--- src/rtl/mux_seq_pkg.sv ---
// mux_seq_pkg: shared types for the mux select sequencer
package mux_seq_pkg;
    localparam int NUM_CH = 4;
    typedef logic [1:0] chan_t;
    typedef enum logic [1:0] {IDLE, SETTLE, HOLD} state_t;
endpackage

--- src/rtl/mux_sel_sequencer_rr_pick.sv ---
// rr_pick: round-robin first-one search starting just after the last granted channel
module rr_pick import mux_seq_pkg::*; (
    input  logic [NUM_CH-1:0] req,
    input  chan_t             last,
    output logic              any,
    output chan_t             grant
);
    always_comb begin
        any   = |req;
        grant = last;
        // scan from lowest to highest priority so the highest-priority hit is written last
        for (int i = NUM_CH; i >= 1; i--) begin
            if (req[last + chan_t'(i)]) grant = last + chan_t'(i);
        end
    end
endmodule

--- src/rtl/mux_sel_sequencer.sv ---
// mux_sel_sequencer: round-robin 4:1 mux select driver that settles, captures y and offers {chan,data}
// Optional HOLD timeout with drop pulse when MUX_SEQ_TIMEOUT_EN is defined.
module mux_sel_sequencer import mux_seq_pkg::*; #(
    parameter int SETTLE_CYCLES = 2
`ifdef MUX_SEQ_TIMEOUT_EN
    ,
    parameter int TIMEOUT = 8
`endif
) (
    input  logic              clk,
    input  logic              rst,
    input  logic [NUM_CH-1:0] req,
    input  logic              y,
    output logic              s1,
    output logic              s0,
    output logic              out_valid,
    input  logic              out_ready,
    output chan_t             out_chan,
    output logic              out_data
`ifdef MUX_SEQ_TIMEOUT_EN
    ,
    output logic              drop
`endif
);
    state_t     r_state, w_next;
    chan_t      r_sel, r_last, r_chan, w_grant;
    logic [3:0] r_cnt;
    logic       r_valid, r_data;
    logic       w_any, w_accept, w_timeout, w_done;

    rr_pick u_pick (.req(req), .last(r_last), .any(w_any), .grant(w_grant));

    assign {s1, s0}  = r_sel;
    assign out_valid = r_valid;
    assign out_chan  = r_chan;
    assign out_data  = r_data;
    assign w_accept  = r_valid && out_ready;
`ifdef MUX_SEQ_TIMEOUT_EN
    logic [7:0] r_tcnt;
    logic       r_drop;
    assign drop      = r_drop;
    assign w_timeout = !out_ready && r_tcnt == 8'(TIMEOUT - 1);
`else
    assign w_timeout = 1'b0;
`endif
    assign w_done    = w_accept || w_timeout;

    always_ff @(posedge clk or posedge rst) begin
        if (rst) r_state <= IDLE;
        else     r_state <= w_next;
    end

    always_comb begin
        w_next = r_state;
        case (r_state)
            IDLE:    w_next = w_any ? SETTLE : IDLE;
            SETTLE:  w_next = r_cnt == '0 ? HOLD : SETTLE;
            HOLD:    w_next = w_done ? IDLE : HOLD;
            default: w_next = IDLE;
        endcase
    end

    always_ff @(posedge clk or posedge rst) begin
        if (rst) begin
            r_sel   <= '0;
            r_last  <= 2'd3;
            r_cnt   <= '0;
            r_valid <= 1'b0;
            r_chan  <= '0;
            r_data  <= 1'b0;
`ifdef MUX_SEQ_TIMEOUT_EN
            r_tcnt  <= '0;
            r_drop  <= 1'b0;
`endif
        end else begin
`ifdef MUX_SEQ_TIMEOUT_EN
            r_drop <= 1'b0;
`endif
            case (r_state)
                IDLE: if (w_any) begin
                    r_sel <= w_grant;
                    r_cnt <= 4'(SETTLE_CYCLES - 1);
                end
                SETTLE: if (r_cnt == '0) begin
                    r_valid <= 1'b1;
                    r_chan  <= r_sel;
                    r_data  <= y;
`ifdef MUX_SEQ_TIMEOUT_EN
                    r_tcnt  <= '0;
`endif
                end else r_cnt <= r_cnt - 4'd1;
                HOLD: if (w_done) begin
                    r_valid <= 1'b0;
                    r_last  <= r_chan;
`ifdef MUX_SEQ_TIMEOUT_EN
                    r_drop  <= w_timeout;
                end else if (!out_ready) begin
                    r_tcnt  <= r_tcnt + 8'd1;
`endif
                end
                default: ;
            endcase
        end
    end
endmodule

--- config.mk ---
export PLATFORM = sky130hd
export DESIGN_NAME = mux_sel_sequencer
export DESIGN_NICKNAME = d
export VERILOG_FILES = /design/src/rtl/mux_seq_pkg.sv /design/src/rtl/mux_sel_sequencer_rr_pick.sv /design/src/rtl/mux_sel_sequencer.sv
export SDC_FILE = /design/constraint.sdc
export NUM_CORES = 1
export LEC_CHECK = 0
export ABC_AREA = 1
export CAP_MARGIN = 15
export CORE_AREA = 4 4 46 48
export CTS_BUF_LIST = sky130_fd_sc_hd__clkbuf_2
export DETAILED_ROUTE_END_ITERATION = 10
export DIE_AREA = 0 0 50 52
export PLACE_DENSITY = 0.75
export SYNTH_ARGS = -nofsm -noshare
export SYNTH_HDL_FRONTEND = slang
export SYNTH_SLANG_ARGS = --single-unit
--- constraint.sdc ---
create_clock -name clk -period 2 [get_ports clk]
set_clock_uncertainty 0.15 [all_clocks]
set_input_delay 0.3 -clock clk [delete_from_list [all_inputs] [get_ports clk]]
set_output_delay 0.3 -clock clk [all_outputs]
set_load 0.01 [all_outputs]
==> metrics <==
CTS root buffer clkbuf_2; drt via density between 4 and 5; Overflow after GRT 0; DRT Pass-1 Iters 4; worst IR drop on VDD 792 uV; Area Overhead vs Synth 19.0%; Reg clk slew, reported paths 130 ps; Top FF cell, synth dfrtp_1; Setup Fix Bufs, Post-CTS 0; R2R cell count 9; cts bufs inserted 3; largest family of logic cells by synthesized area simple AND/OR/NAND/NOR gates; dpl hpwl 1290 um; Total Nets Final 134; syn_nets 118; Synth Area in Compound Gates 6.12%; Final Max Slew Viols 0; dominant cells by area after synthesis dfrtp_1, nand2_1, dfstp_2; clk buf depth 2; register bit total from synthesis 14; Post-synth ARST share 100%; RSZ-0062 raised after global routing false; H-Tree Depth 1; Overall Global Routing Usage 14.9%; CTS resizes 0; Crit path buffers/inverters 1; Crit path required time 1550 ps; Lkg Pwr a little under 0.5 nW; fmax around 600 MHz; slew margin rel. 66.0%; post-route ant nets 0; Yosys top cell area share 35.8%; post-synthesis adder-cell area fraction 2.99%; syn_area_per_cell 7.76 um^2; height of the die 52 um; worst-path cell chain clkdlybuf4s50_1; Synth Area in Simple Gates 37.9%; mux cell area share after synthesis ~1.8%; final setup TNS 0 ps; Post-synth EDFFs 0; final setup vio count 0; CTS tree yes; area of the core roughly 0.0017 mm^2; # IOs 14; largest net degree at the start of global routing 15; CP Class reg -> out; Synth cell types 20; number of port buffers 13; GP Congestion ~0.76; Worst EP arrival approximately 1200 ps; Hold Vio Cnt, Final 0; worst skew pair latency around 280 ps; placed cell areas around 980 um^2; hold buffer count at CTS 0; Crit-path slowest cell clkdlybuf4s50_1; ant diodes 0; worst-path maximum fanout 4; drt drc 0; global-route wire length before repair 2950 um; WL per Instance 11.0 um; initial antenna violation count 0; critical path depth in cells 1; crit end category output port; vias in the first global route 715; clock sinks 14; most frequent cell after synthesis nand2_1; CP max stage delay between 500 and 600 ps; Hold WC Path Type in -> async; Die Wd 50 um; crit start category flop; worst slew pin tran 510 ps; fin crit share ~85%; Starting Density around half; max_cap viols 0; xor/xnor share of the synthesized area 0%; delay-heaviest family, CP buffers and inverters; Synth Cell Area 838 um^2; status completed; row count 15; synth warn 0; fin area 997 um^2; layout cells sized above 1 17.1%; Power Density about 1500 mW/mm^2; register area share after synthesis a little over two fifths; Die ar. about 0.0026 mm^2; 1st-iter DRT viols 7; Synth area leader dfrtp_1; Vias between 700 and 800; final WL approximately 1600 um; Gate Count Post-Synth roughly 110; Synth top cells by count nand2_1, dfrtp_1, nand3_1, nor2_1, inv_1; minimum clock period 1690 ps
==> through the flow <==
step           hold WS, ps  util (%)  power, mW  setup WS (ps)  cells
2_1_floorplan         37.8         -       1.18            596    108
3_3_place_gp           315      57.2       1.38            362    144
3_5_place_dp           325      57.2       1.40            357    144
4_1_cts                198      58.4       1.55            289    148
5_1_grt                226      58.4       1.69            240    148
6_report               180      58.4       1.54            307    148
==> cells by family after synthesis <==
family / count (synthesis)
AOI/OAI and AO/OA: 10
adders and majority gates: 2
buffers and inverters: 15
DFF: 14
muxes: 1
and+or+nand+nor: 66
==> final timing paths <==
path,from,end,slack [ps]
worst min-delay path,rst,r_state[0],180
min in group clk,r_cnt[0],r_cnt[0],340
worst max-delay path,out_valid,out_valid,310
worst max register to register,r_last[0],r_sel[0],440
worst min register to register,r_cnt[0],r_cnt[0],340
max in group asynchronous,rst,r_last[1],1150
==> routing by layer <==
layer	vias to the layer above	GRT usage (%)	part of all wire [%]
li1	376	-	-
met1	334	17.7	43
met2	14	26.3	51
met3	4	3.15	4.3
met4	0	5.53	1.5
met5	-	0	0
==> layout make-up <==
cell class	count	area, um^2
multi-input cells	79	409
clock buffers	4	20.0
inverters	13	53.8
fillers	165	711
repair buffers	13	130
well taps	25	31.3
flip-flops and latches	14	353
==> registers in the layout, summed over array words and instances, names as in the netlist <==
signal,flops
r_cnt,4
out_chan,2
r_last,2
r_sel,2
r_state,2
out_data,1
out_valid,1
==> power breakdown <==
group,internal [mW],total [mW],switching (mW),leakage [nW]
clock,0.0530,0.141,0.0881,0.0166
sequential,0.421,0.539,0.117,0.164
combinational,0.368,0.860,0.492,0.315
==> placed cells by master (no fill, tap or decap) <==
master and instances:
nand2_1 34, clkdlybuf4s50_1 13, dfrtp_1 12, nor2_1 10
nand3_1 10, inv_1 8, o21ai_1 5, nand2_2 5
inv_2 4, a21oi_1 4, clkbuf_2 4, nor2_4 2
nor3_1 2, ha_1 2, dfstp_2 2, nand3_2 1
nand4_4 1, inv_6 1, a31oi_1 1, nand3b_1 1
mux2_4 1
(Power assumes the default switching activity.)
